## config.mk

```make
export PLATFORM = sky130hd
export DESIGN_NAME = imem_loader_ctrl
export DESIGN_NICKNAME = d
export VERILOG_FILES = /design/src/rtl/imem_loader_ctrl.sv
export SDC_FILE = /design/constraint.sdc
export NUM_CORES = 1
export LEC_CHECK = 0
export ABC_AREA = 1
export ABC_CLOCK_PERIOD_IN_PS = 2400
export BUFFER_PORTS_ARGS = -buffer_cell sky130_fd_sc_hd__clkbuf_2
export CAP_MARGIN = 15
export CELL_PAD_IN_SITES_DETAIL_PLACEMENT = 0
export CELL_PAD_IN_SITES_GLOBAL_PLACEMENT = 2
export CORE_MARGIN = 3
export CORE_UTILIZATION = 32
export DETAILED_ROUTE_END_ITERATION = 7
export GPL_ROUTABILITY_DRIVEN = 0
export HOLD_SLACK_MARGIN = 0.05
export PLACE_DENSITY = 0.86
export REMOVE_ABC_BUFFERS = 1
export SYNTH_ARGS = -nofsm -noshare
export SYNTH_HDL_FRONTEND = slang
export SYNTH_SLANG_ARGS = --single-unit
export TNS_END_PERCENT = 20
```

## constraint.sdc

```tcl
create_clock -name clk -period 2.4 [get_ports clk]
set_input_delay 0.36 -clock clk [delete_from_list [all_inputs] [get_ports clk]]
set_output_delay 0.36 -clock clk [all_outputs]
set_load 0.01 [all_outputs]
```

## src/rtl/imem_loader_ctrl.sv

```systemverilog
// Loads the instruction memory from a byte stream, packing four little-endian
// bytes per 32-bit word, and holds the core in reset while a load runs.
module imem_loader_ctrl #(
    parameter int DEPTH = 64,
    parameter int AW    = 6
) (
    input  logic          clk,
    input  logic          reset,
    input  logic          start,
    input  logic [AW:0]   num_words,
    input  logic          abort,
    input  logic          rx_valid,
    input  logic [7:0]    rx_data,
    output logic          rx_ready,
    output logic          mem_we,
    output logic [AW-1:0] mem_wa,
    output logic [31:0]   mem_wd,
    output logic          core_hold,
    output logic          busy,
    output logic          done,
    output logic          err
);

    localparam logic [AW:0] DEPTH_W = (AW+1)'(DEPTH);

    typedef enum logic [1:0] {
        S_IDLE   = 2'd0,
        S_RECV   = 2'd1,
        S_WRITE  = 2'd2,
        S_FINISH = 2'd3
    } state_t;

    state_t      r_state;
    logic [1:0]  r_byte_cnt;
    logic [AW:0] r_word_cnt;
    logic [AW:0] r_count;
    logic [31:0] r_buf;
    logic        r_hold;
    logic        r_err;

    logic        w_accept;
    logic        w_last_word;
    logic        w_count_ok;

    assign w_accept    = rx_valid && rx_ready;
    assign w_last_word = (r_word_cnt == (r_count - (AW+1)'(1)));
    assign w_count_ok  = (num_words != '0) && (num_words <= DEPTH_W);

    always_ff @(posedge clk) begin
        if (reset) begin
            r_state    <= S_IDLE;
            r_byte_cnt <= '0;
            r_word_cnt <= '0;
            r_count    <= '0;
            r_buf      <= '0;
            r_hold     <= 1'b0;
            r_err      <= 1'b0;
        end else begin
            r_err <= 1'b0;
            case (r_state)
                S_IDLE: begin
                    if (start) begin
                        if (w_count_ok) begin
                            r_count    <= num_words;
                            r_byte_cnt <= '0;
                            r_word_cnt <= '0;
                            r_hold     <= 1'b1;
                            r_state    <= S_RECV;
                        end else begin
                            r_err <= 1'b1;
                        end
                    end
                end
                S_RECV: begin
                    if (abort) begin
                        // core_hold is left set: memory now holds a partial program
                        r_err   <= 1'b1;
                        r_state <= S_IDLE;
                    end else if (w_accept) begin
                        r_buf[{r_byte_cnt, 3'b000} +: 8] <= rx_data;
                        r_byte_cnt <= r_byte_cnt + 2'd1;
                        if (r_byte_cnt == 2'd3) begin
                            r_state <= S_WRITE;
                        end
                    end
                end
                S_WRITE: begin
                    if (abort) begin
                        r_err   <= 1'b1;
                        r_state <= S_IDLE;
                    end else begin
                        r_word_cnt <= r_word_cnt + (AW+1)'(1);
                        if (w_last_word) begin
                            r_state <= S_FINISH;
                        end else begin
                            r_byte_cnt <= '0;
                            r_state    <= S_RECV;
                        end
                    end
                end
                S_FINISH: begin
                    r_hold  <= 1'b0;
                    r_state <= S_IDLE;
                end
                default: r_state <= S_IDLE;
            endcase
        end
    end

    // abort acts within its own cycle so a colliding byte or write is dropped
    assign rx_ready  = (r_state == S_RECV) && !abort;
    assign mem_we    = (r_state == S_WRITE) && !abort;
    assign mem_wa    = r_word_cnt[AW-1:0];
    assign mem_wd    = r_buf;
    assign core_hold = r_hold;
    assign busy      = (r_state != S_IDLE);
    assign done      = (r_state == S_FINISH);
    assign err       = r_err;

endmodule

```

---- Word level (Yosys, flattened, before mapping) ----
Index checks and enable logic that the tools add are counted.
storage, ports and cells
  output and inout port bits .............. 44
  input port bits ......................... 20
  bits in registers ....................... 52
operators by class
  reduce and logical (&&, ||, !) cells .... 18
  add/subtract/negate cells ............... 4
  bitwise gates (word level) .............. 1
  order comparisons ....................... 1
  multiplexer cells ....................... 27
  shifts and indexed selects .............. 2
  equal/unequal tests ..................... 13
operators by type and width
  kind                      count
  $bwmux W32                1
  $shift A8 B7 Y32 const A  1
  $shiftx A8 B7 Y32         1
  $mux W2                   13
  $mux W7                   3
  $pmux W7 S2               1
  $ne A2 B2 Y1 const B      6
  $reduce_and A3 Y1         3
  $pmux W2 S4               1
  $reduce_and A4 Y1         2
  $add A7 B1 Y7 const B     1
  $eq A7 B7 Y1              1
  $le A7 B7 Y1 const B      1
  $neg A5 Y7                1
  $reduce_and A7 Y1         1
  $reduce_bool A7 Y1        1
  $sub A7 B1 Y7 const B     1
  $eq A2 B2 Y1 const B      3
  $ne A3 B3 Y1 const B      2
  $pmux W2 S3               1
  $reduce_bool A2 Y1        3
  $mux W1                   5
  $logic_and A1 B1 Y1       4
  $pmux W1 S2               2
  7 further kinds           7

---- Depth between registers and ports, before layout ----
Gate-level depths: netlist (run 1).
  depth after elaboration ................. 6
  gate-level depth with buffers ........... 13
  depth with buffers taken out ............ 13

---- Least setup slack after synthesis (run 1) ----
No wires, ideal clock.
  kind .................................... reg2reg
  start point ............................. register r_state[0]
  end point ............................... register r_word_cnt[2]
  slack ................................... 0.810 ns
  arrival ................................. 1.462 ns
  clock period less this slack ............ 1.590 ns
  cell stages (with the launch flop) ...... 13
  cells stage by stage .................... dfxtp_1 -> inv_1 -> ha_1 -> buf_4 -> inv_2 -> nor2_2 -> inv_2 -> o21ai_2 -> inv_2 -> nor2_4 -> nand2_1 -> nor2_1 -> nor3b_2
between the ends
  longest elaborated chain between the ends .. 3
  elaborated cells on any way between the ends .. 8
  classes of those cells .................. 4 x eq/ne; 1 x mux; 3 x reduce/logical
ends and longest elaborated chain
  item                                                                 line  source
  from (decl)                                                          33    state_t r_state;
  from (signal assigned)                                               51    r_state <= S_IDLE;
  from (signal assigned)                                               68    r_state <= S_RECV;
  from (signal assigned)                                               78    r_state <= S_IDLE;
  $eq A2 B2 Y1 / $logic_not A2 Y1 (equally long branches)              60    case (r_state)
  $ne A2 B2 Y1 (no line) / $reduce_bool A2 Y1 (equally long branches)  -
  $reduce_and A4 Y1 (no line)                                          -
  to (signal assigned)                                                 92    r_word_cnt <= r_word_cnt + (AW+1)'(1);
  to (decl)                                                            35    logic [AW:0] r_word_cnt;
Several ways; a longest one is shown, not always the timed one.
A chain may end at the register's enable or synchronous reset.

---- Worst setup path in the final report (run 1) ----
  start point ............................. register r_byte_cnt[1]
  end point ............................... register r_buf[19] (netlist: mem_wd[19])
between the ends
  longest elaborated chain between the ends .. 3
  elaborated cells on any way between the ends .. 4
  classes of those cells .................. 1 x add/sub; 2 x shift; 1 x mux
ends and longest elaborated chain
  item                                                          line  source
  from (decl)                                                   34    logic [1:0] r_byte_cnt;
  from (signal assigned)                                        81    r_byte_cnt <= r_byte_cnt + 2'd1;
  $neg A5 Y7 (*)                                                80    r_buf[{r_byte_cnt, 3'b000} +: 8] <= rx_data;
  $shiftx A8 B7 Y32 / $shift A8 B7 Y32 (equally long branches)  80
  $bwmux W32 (*)                                                80
  to (signal, indexed assignment)                               80
  to (decl)                                                     37    logic [31:0] r_buf;
Every way passes the cells marked *; elsewhere a longest branch is shown, timed or not.

==> results of run 1 <==
## how the worst min path moves through the flow
stage,cells after the start,to
after floorplan,1,mem_wd[13]
after CTS,3,r_count[6]
after global placement,2,mem_wd[22]
after detailed placement,2,mem_wd[5]
after global routing,3,r_count[6]
final,3,r_count[6]
## cells in the final DEF (no fill, tap or decap), types with 2 or more instances in the layout
master | synthesis | final
a21oi_1 | 45 | 45
buf_4 | 7 | 4
clkbuf_2 | 0 | 63
clkbuf_8 | 0 | 5
dfxtp_1 | 52 | 52
ha_1 | 12 | 12
inv_1 | 33 | 33
inv_2 | 6 | 6
inv_6 | 1 | 2
nand2_1 | 81 | 81
nand2_4 | 3 | 3
nand3_1 | 27 | 27
nand3b_1 | 2 | 2
nand4_1 | 3 | 3
nor2_1 | 24 | 24
nor2_2 | 3 | 3
nor2_4 | 2 | 2
nor3_1 | 2 | 2
o211a_1 | 7 | 7
o21ai_0 | 22 | 22
or3_1 | 12 | 12
or4_1 | 4 | 4
xnor2_1 | 2 | 2
xor2_1 | 4 | 4
## registers in the layout, indices dropped and copies added, names as in the netlist
signal and count:
r_state 2, mem_wd 32, core_hold 1, r_count 7, r_word_cnt 7, r_byte_cnt 2, err 1
## area by class of cell
type / count / share of cell area [%]
Clock inverter: 2 / 0.512
Sequential cell: 52 / 32.8
Clock buffer: 5 / 2.17
Timing Repair Buffer: 67 / 10.9
Multi-Input combinational cell: 262 / 44.6
Inverter: 40 / 4.89
Tap cell: 105 / 4.14
## routing by layer
metal	track usage, %	share of wire [%]
met2	26.5	48
met3	3.64	5.0
met5	0	0
met1	19.2	46
met4	3.36	0.62
## per-stage QoR
step / hold slack [ps] / instances / total power, mW / setup slack, ps / util, %
floorplan: 429 / 354 / 1.29 / 509 / -
global placement: 455 / 526 / 1.44 / 540 / 37.4
detailed placement: 459 / 526 / 1.44 / 506 / 37.4
CTS: 309 / 533 / 1.95 / 475 / 38.5
global route: 317 / 533 / 2.07 / 346 / 38.5
finish: 316 / 533 / 1.92 / 500 / 38.5
## power by group through the flow
stage | Combinational (mW) | Sequential (mW) | Clock (mW)
4_1_cts | 0.495 | 0.932 | 0.527
3_3_place_gp | 0.490 | 0.950 | 0
6_report | 0.489 | 0.931 | 0.502
3_5_place_dp | 0.492 | 0.952 | 0
2_1_floorplan | 0.331 | 0.956 | 0
5_1_grt | 0.563 | 0.938 | 0.568
## cell families after synthesis
kind of cell | Yosys count | share of synthesized area, %
compound gates | 77 | 15.8
xor+xnor | 6 | 1.92
fa+ha+maj | 12 | 5.50
buf+inv | 59 | 9.99
flops | 52 | 38.1
simple gates | 167 | 28.7
## worst max-delay path: stages, from the launching register on
cell and delay (ps):
dfxtp_1 410, inv_1 100, ha_1 480, nand2_1 210, or4_1 510, a21oi_1 120
## cells in the mapped netlist, types with 4 or more instances
cell type  number  area share, %
or3_1          12            2.7
clkbuf_1        5           0.69
buf_2           4           0.73
dfxtp_1        52             38
ha_1           12            5.5
xor2_1          4            1.3
nand3_1        27            4.9
or4_1           4            1.1
buf_4           7            1.9
o21ai_0        22            4.0
a21oi_1        45            8.2
o211a_1         7            2.6
nor2_1         24            3.3
inv_2           6           0.82
inv_1          33            4.5
nand2_1        81             11
==> flow_summary.toml, run 1 <==
[clock_network]
cts_tree = "built"
post_cts_buffers = 0
htree_levels = 2
cts-root-buf = "clkbuf_8"
cts_resized = 0
worstSkewPairLatency_ps = 310
clock_path_buffers = 2
cts.clk_slew.worst_paths_ps = 100
cts.sinks = 52
cts_made_buffers = 5
holdBufCountCts = 0

[finish]
design_area_sq_um = 3180
n_antenna_cell = 0
nFillCells = 920
drive_above_1_share_pct = 22.0
nNetsFinal = 460
multi_input_area_sq_um = 1420
area_growth_pct = 16.3
regArea_sq_um = 1040

[critical_path]
crit_fanout = 12
start_kind = "flop"
crit_start = "r_byte_cnt[1]"
crit_arrival_ps = 2140
r2r_end = "mem_wd[19]"
endpoint = "mem_wd[19]"
end_kind = "flop"
r2r-start = "r_byte_cnt[1]"
rrSetupSlack_ps = 500
worst-r2r-cell-count = 5
required_ps = 2640
critPathKind = "flop to flop"

[pwr]
p_switching_mw = 0.664
ir_worst_vdd_mv = 0.203
switching_share_pct = 34.6
share_comb_of_total_power_pct = 25.4
p_seq_share_pct = 48.4
clkPwrFrac_pct = 26.1
p_leak_nw = 1.48
powerDensity_nw_per_um2 = 605
p_int_mw = 1.26

[sta]
fin_crit_sh_pct = 79.2
slew_viol_final = 0
clock.fmax_mhz = 526
final-hold-violation-count = 0
fin_skew_ps = 11.3
rsz0062_at_grt = "no"
fin_setup_tns_ps = 0
slew_headroom_pct = 66.9
finalSetupViolCount = 0
worst_slew_pin_slew_ps = 496
layout_min_cycle_time_ps = 1900

[synthesis]
syn_avg_cell_area_sq_um = 7.32
ys_ff_latch = 52
yosys_warnings = 0
syn-cell-area_sq_um = 2730
synth_async_sr_flop_share_pct = 0
ys_seq_area_share_pct = 38.1
synthFlopType = "dfxtp_1"
postSynthCellCount = 373
synth.distinct_cells = 33
synth-edff-count = 0

[floorplanning]
dieArea_sq_um = 9680
die_h_um = 98.4
initial_core_util_pct = 33.1
die_x_um = 98.4
pin_count = 64
rows = 33
coreArea_sq_um = 8260

[global_route]
grt_pass1_wl_mm = 12.2
grt_max_degree = 30
gr-total-overflow = 0
antenna_found_initial = 0
grt.total_usage_pct = 15.3
grt_pass1_vias = 2570

[placed_design]
portBuffers = 63
placed_area_sq_um = 3090
dp_hpwl_mm = 5.47

[min_path]
min_path_type = "input port to flop"
hp-start = "num_words[6]"

[job]
drv_cap = 0

[drt]
wirelength_mm = 7.14
firstDrtPassIters = 5
routedWlPerCell_um = 13.4
drc = 0
vias = 2566
drt-initial-drc-count = 58
via_per_inst = 4.81
ant_nets = 0

[run_status]
status = "completed"
Power figures use the tool's default switching activity.
==> run 2: changes to the inputs <==
--- a/config.mk
+++ b/config.mk
@@ -5,18 +5,18 @@
 export SDC_FILE = /design/constraint.sdc
 export NUM_CORES = 1
 export LEC_CHECK = 0
-export ABC_AREA = 1
-export ABC_CLOCK_PERIOD_IN_PS = 2400
+export ABC_AREA = 0
+export ABC_CLOCK_PERIOD_IN_PS = 1700
 export BUFFER_PORTS_ARGS = -buffer_cell sky130_fd_sc_hd__clkbuf_2
 export CAP_MARGIN = 15
 export CELL_PAD_IN_SITES_DETAIL_PLACEMENT = 0
 export CELL_PAD_IN_SITES_GLOBAL_PLACEMENT = 2
 export CORE_MARGIN = 3
-export CORE_UTILIZATION = 32
+export CORE_UTILIZATION = 27
 export DETAILED_ROUTE_END_ITERATION = 7
 export GPL_ROUTABILITY_DRIVEN = 0
 export HOLD_SLACK_MARGIN = 0.05
-export PLACE_DENSITY = 0.86
+export PLACE_DENSITY = 0.75
 export REMOVE_ABC_BUFFERS = 1
 export SYNTH_ARGS = -nofsm -noshare
 export SYNTH_HDL_FRONTEND = slang
==> constraint.sdc (replaced) <==
create_clock -name clk -period 1.7 [get_ports clk]
set_input_delay 0.255 -clock clk [delete_from_list [all_inputs] [get_ports clk]]
set_output_delay 0.255 -clock clk [all_outputs]
set_load 0.01 [all_outputs]
==> run 2 against run 1 <==
Register-to-register slack lost 540 ps. Cell area is 7.2% higher. Die area up 9.2%. Routed wire length rose by 1.1%. Core utilization shrank 0.18 points. Sequential power up 37%. Non-clock buffer count increased by 33. First-iteration DRC count increased by 16%. Critical endpoint is now r_byte_cnt[1]. The run now ends with negative setup slack left. Via count decreased by 6.9%. Combinational power rose by 28%. Sequential share of layout area down 2.0 points. Critical path type unchanged.
==> flow_summary.toml, run 2 <==
[run_status]
status = "finished with violations"
failed_checks = "negative setup slack"

[drt]
topRoutingLayerUsed = "met4"
drc = 0
met1_length_mm = 3.46
routedWlPerCell_um = 14.4
vias = 2388
firstDrtPassIters = 4
via_per_inst = 4.76
ant_nets = 0
wl_met2_mm = 3.32
wirelength_mm = 7.22
drt-initial-drc-count = 67
met3WireLength_um = 376

[sta]
whs_ps = 215
fin_crit_sh_pct = 102
clock.fmax_mhz = 576
final-hold-violation-count = 0
fin_skew_ps = 12.7
slew_headroom_pct = 63.2
finalSetupViolCount = 4
rsz0062_at_grt = "yes"
worst_slew_pin_slew_ps = 552
fin_setup_tns_ps = -108
slew_viol_final = 0
layout_min_cycle_time_ps = 1740
setup_ws_ps = -37.3

[pwr]
powerDensity_nw_per_um2 = 777
total_power_mw = 2.64
p_int_mw = 1.84
share_comb_of_total_power_pct = 23.8
p_switching_mw = 0.806
ir_worst_vdd_mv = 0.312
switching_share_pct = 30.5
p_seq_share_pct = 48.5
clkPwrFrac_pct = 27.8
p_leak_nw = 1.43

[placed_design]
portBuffers = 63
dp_hpwl_mm = 5.36

[global_route]
grt.total_usage_pct = 13.4
grt_pass1_wl_mm = 11.4
grt_max_degree = 24
antenna_found_initial = 0
grt_pass1_vias = 2342
gr-total-overflow = 0

[floorplanning]
die_h_um = 103
die_x_um = 103
pin_count = 64
coreArea_sq_um = 8890
initial_core_util_pct = 28.5
dieArea_sq_um = 10600
rows = 34

[synthesis]
synth-edff-count = 0
syn-cell-area_sq_um = 2530
postSynthCellCount = 302
yosys_warnings = 0
synth.largest_area_cell = "dfxtp_1"
syn_avg_cell_area_sq_um = 8.38
yosysMostFrequentCell = "dfxtp_1"
synth.distinct_cells = 40
yosysTopAreaCellShare_pct = 41.1
synthFlopType = "dfxtp_1"
ys_top_cells_by_area = "dfxtp_1 (41%), a21oi_1 (7.9%), nand2_1 (7.0%)"
synth_async_sr_flop_share_pct = 0
synth_common_cells = "dfxtp_1 (52), nand2_1 (47), a21oi_1 (40), nand3_1 (34), nor2_1 (17)"
ys_seq_area_share_pct = 41.1
ys_ff_latch = 52

[job]
drv_cap = 0

[finish]
mostFrequentLayoutCell = "clkbuf_2"
mostFrequentLayoutCells = "clkbuf_2 (62), dfxtp_1 (48), nand2_1 (40), a21oi_1 (40), buf_4 (36)"
nFillCells = 934
final_core_util_pct = 38.3
drive_above_1_share_pct = 37.1
n_antenna_cell = 0
regArea_sq_um = 1050
area_growth_pct = 34.5
nNetsFinal = 425
largest_register_ff_count = 32
multi_input_area_sq_um = 1480

[critical_path]
crit_fanout = 2
start_kind = "flop"
end_kind = "flop"
required_ps = 1930
critPathKind = "flop to flop"
crit_arrival_ps = 1970

[clock_network]
cts-root-buf = "clkbuf_8"
htree_levels = 2
cts.sinks = 52
worstSkewPairLatency_ps = 310
clock_path_buffers = 2
cts.clk_slew.worst_paths_ps = 100
cts_tree = "built"
cts_made_buffers = 5

[min_path]
min_path_type = "input port to flop"
==> run 2: cell types whose count changed after synthesis, moves of 7 or more <==
cell	previous run	this run
nand2_1	81	47
inv_1	33	12
o21ai_0	22	4
or3_1	12	0
mux2i_1	0	7
nand3_1	27	34
nor2_1	24	17
o211a_1	7	0
==> run 2: layout make-up <==
type	instances	share of cell area [%]
clock inverters	3	0.625
repair buffers	100	17.8
well taps	108	3.97
clock buffers	5	2.02
flip-flops and latches	52	30.7
multi-input cells	222	43.5
inverters	12	1.32
==> run 2: per-stage QoR <==
stage / std cells / worst slack, ps / cell area, sq um
2_1_floorplan: 285 / -126 / 2440
3_3_place_gp: 492 / -131 / 3160
3_5_place_dp: 492 / -186 / 3160
4_1_cts: 501 / -49.3 / 3340
5_1_grt: 502 / -221 / 3400
6_report: 502 / -37.3 / 3400
==> run 2: path summary, 6_finish.rpt <==
kind	startpoint	end	slack, ps	cells past startpoint
worst max register to register	r_count[1]	r_byte_cnt[1]	-40	9
worst max-delay path	r_count[1]	r_byte_cnt[1]	-40	9
worst min register to register	mem_wd[31]	mem_wd[31]	460	2
worst min-delay path	num_words[5]	r_count[5]	210	3
==> run 2: per-layer routing <==
layer	vias to the layer above	track usage, %
met3	6	3.11
met4	0	3.29
met1	1096	17.6
met5	-	0
li1	1229	-
met2	57	22.3
==> run 2: cell families after synthesis <==
group	after synthesis	synth area share [%]
AO/OA/AOI/OAI	57	13.9
XOR/XNOR	14	4.85
adder cells (fa/ha/maj)	12	5.93
buffers and inverters	29	5.19
flip-flops	52	41.1
multiplexers	8	3.21
AND/OR/NAND/NOR	130	25.8
==> run 2: power by group through the flow <==
stage,Clock (mW),Sequential (mW),Combinational [mW]
after floorplan,0,1.31,0.278
after global placement,0,1.31,0.542
after detailed placement,0,1.31,0.544
after CTS,0.763,1.28,0.581
after global routing,0.813,1.29,0.695
final,0.734,1.28,0.628
==> run 2: repair_timing <==
| item | 4_1_cts | 5_1_grt |
|---|---|---|
| resized for setup | 21 | 15 |
| endpoints found under the hold margin | 0 | 0 |
| gates cloned | 0 | 1 |
| buffers inserted | 1 | 0 |
| pin swaps | 7 | 1 |
| endpoints found under the setup margin | 38 | 43 |
| hold buffers | 0 | 0 |
==> run 2: critical path, cell delays in order (launching register included) <==
cell      delay, ps
dfxtp_2         350
inv_2            40
ha_4            250
xor2_1          150
o211ai_1        110
a211oi_2        200
buf_4           150
and4bb_2        220
o21ai_1          60
a21oi_1         150
==> run 3: changes to the inputs <==
--- a/config.mk
+++ b/config.mk
@@ -7,16 +7,16 @@
 export LEC_CHECK = 0
 export ABC_AREA = 0
 export ABC_CLOCK_PERIOD_IN_PS = 1700
-export BUFFER_PORTS_ARGS = -buffer_cell sky130_fd_sc_hd__clkbuf_2
 export CAP_MARGIN = 15
 export CELL_PAD_IN_SITES_DETAIL_PLACEMENT = 0
 export CELL_PAD_IN_SITES_GLOBAL_PLACEMENT = 2
 export CORE_MARGIN = 3
-export CORE_UTILIZATION = 27
+export CORE_UTILIZATION = 32
 export DETAILED_ROUTE_END_ITERATION = 7
+export DONT_BUFFER_PORTS = 1
 export GPL_ROUTABILITY_DRIVEN = 0
 export HOLD_SLACK_MARGIN = 0.05
-export PLACE_DENSITY = 0.75
+export PLACE_DENSITY = 0.74
 export REMOVE_ABC_BUFFERS = 1
 export SYNTH_ARGS = -nofsm -noshare
 export SYNTH_HDL_FRONTEND = slang
==> run 3 against run 2 <==
The run still ends with negative setup slack left. Flip-flop and latch count is the same. Sequential share of layout area up 2.5 points. Non-clock buffer count shrank 67. Global-route usage rose by 1.9 points. Worst setup slack worse by 70 ps. Sequential power is essentially flat. Clock power increased by 57%. Core utilization up 4.1 points. Critical path depth is the same. Cell area shrank 7.4%. Hold slack worse by 120 ps. Largest cell class unchanged.
==> flow_summary.toml, run 3 (synthesis gave the netlist of run 2 again) <==
[run_status]
status = "finished with violations"
failed_checks = "negative setup slack"

[clock_network]
cts-root-buf = "clkbuf_8"
cts_tree = "built"
worstSkewPairLatency_ps = 300
cts_made_buffers = 5
cts.clk_slew.worst_paths_ps = 100
clock_path_buffers = 2
htree_levels = 2
cts.sinks = 52

[floorplanning]
pin_count = 64
die_h_um = 94.9
dieArea_sq_um = 9010
coreArea_sq_um = 7450
rows = 31
initial_core_util_pct = 34.0
die_x_um = 94.9

[critical_path]
rrSetupSlack_ps = -110
critPathKind = "flop to flop"
crit_arrival_ps = 2040
r2r_end = "r_byte_cnt[0]"
required_ps = 1930
start_kind = "flop"
worst-r2r-cell-count = 9
crit_start = "r_count[1]"
end_kind = "flop"
r2r-start = "r_count[1]"
crit_fanout = 2

[sta]
fin_crit_sh_pct = 106
finalSetupViolCount = 3
slew_headroom_pct = 79.0
fin_skew_ps = 8.34
layout_min_cycle_time_ps = 1810
worst_slew_pin_slew_ps = 312
rsz0062_at_grt = "yes"
setup_ws_ps = -108
final-hold-violation-count = 0
clock.fmax_mhz = 553
slew_viol_final = 0

[drt]
wirelength_mm = 6.88
firstDrtPassIters = 4
vias = 2081
routedWlPerCell_um = 16.2
drc = 0
ant_nets = 0
via_per_inst = 4.90
drt-initial-drc-count = 66

[global_route]
use_met3_pct = 5.10
grt_max_degree = 50
antenna_found_initial = 0
grtUsageMet2_pct = 24.4
gr-total-overflow = 0
grt_pass1_vias = 2136
grt_use_met1_pct = 19.9
grt-busiest-layer = "met2"
grt_pass1_wl_mm = 10.8
grt.total_usage_pct = 15.3

[pwr]
ir_worst_vdd_mv = 0.411
switching_share_pct = 24.9
p_leak_nw = 1.19
share_comb_of_total_power_pct = 18.7
p_seq_share_pct = 43.0
powerDensity_nw_per_um2 = 954
total_power_mw = 3.01
p_int_mw = 2.26
clkPwrFrac_pct = 38.3
p_switching_mw = 0.750

[min_path]
hold_end = "mem_wd[5]"
hold_path_depth = 2
hp-start = "rx_data[5]"
min_path_type = "input port to flop"

[finish]
mostFrequentLayoutCell = "dfxtp_1"
nNetsFinal = 357
drive_above_1_share_pct = 26.7
finalNonFillerCells = 425
n_antenna_cell = 0
area_growth_pct = 24.6
largest_register_ff_count = 32
mostFrequentLayoutCells = "dfxtp_1 (46), nand2_1 (41), a21oi_1 (40), nand3_1 (34), buf_4 (31)"

[placed_design]
dp_cells = 410
portBuffers = 0
dp_hpwl_mm = 4.82

[job]
drv_cap = 0
-- run 3: what timing repair did --
action                     4_1_cts  5_1_grt
buffers inserted                 1        5
pin swaps                        7        4
hold endpoints to repair        47       47
setup endpoints to repair       40       50
resized for setup               19       31
-- run 3: worst max path at each step --
stage                          endpoint  cells after the start
final                     r_byte_cnt[0]                      9
after global routing      r_byte_cnt[0]                      9
after CTS                 r_byte_cnt[1]                      9
after detailed placement  r_byte_cnt[0]                      9
after global placement       r_state[1]                      8
after floorplan              r_state[1]                      8
-- run 3: power by group through the flow --
stage,Combinational (mW),Sequential [mW],Clock (mW)
6_report,0.564,1.29,1.15
5_1_grt,0.624,1.30,1.23
4_1_cts,0.464,1.29,1.20
3_5_place_dp,0.424,1.31,0
3_3_place_gp,0.421,1.31,0
2_1_floorplan,0.278,1.31,0
-- run 3: through the flow --
stage | utilization [%] | worst slack (ps) | hold slack (ps) | TNS [ps] | instance area, sq um
floorplan | - | -126 | 322 | -1480 | 2440
global placement | 37.1 | -112 | 333 | -316 | 2760
detailed placement | 37.1 | -150 | 334 | -426 | 2760
CTS | 40.2 | -27.3 | -3.98 | -50.7 | 3000
global route | 42.3 | -257 | 74.1 | -838 | 3150
finish | 42.3 | -108 | 91.8 | -230 | 3150
-- run 3: routing by layer --
layer	part of all wire (%)	vias to the layer above
li1	-	1078
met5	0	-
met1	45	960
met3	7.3	4
met4	0.78	0
met2	47	39
-- run 3: layout make-up --
cell class	count	area [sq um]
Sequential cell	52	1050
Inverter	12	51.3
Tap cell	99	124
Timing Repair Buffer	33	264
Clock inverter	3	90.1
Fill cell	774	4290
Multi-Input combinational cell	221	1510
Clock buffer	5	68.8
-- run 3: critical path, stage by stage, from the launching register on --
cell and delay (ps):
dfxtp_2 350, inv_2 50, ha_4 250, xor2_1 150, o211ai_1 110, a211oi_2 210
buf_4 160, and4bb_2 260, o21ai_2 60, a21oi_1 140
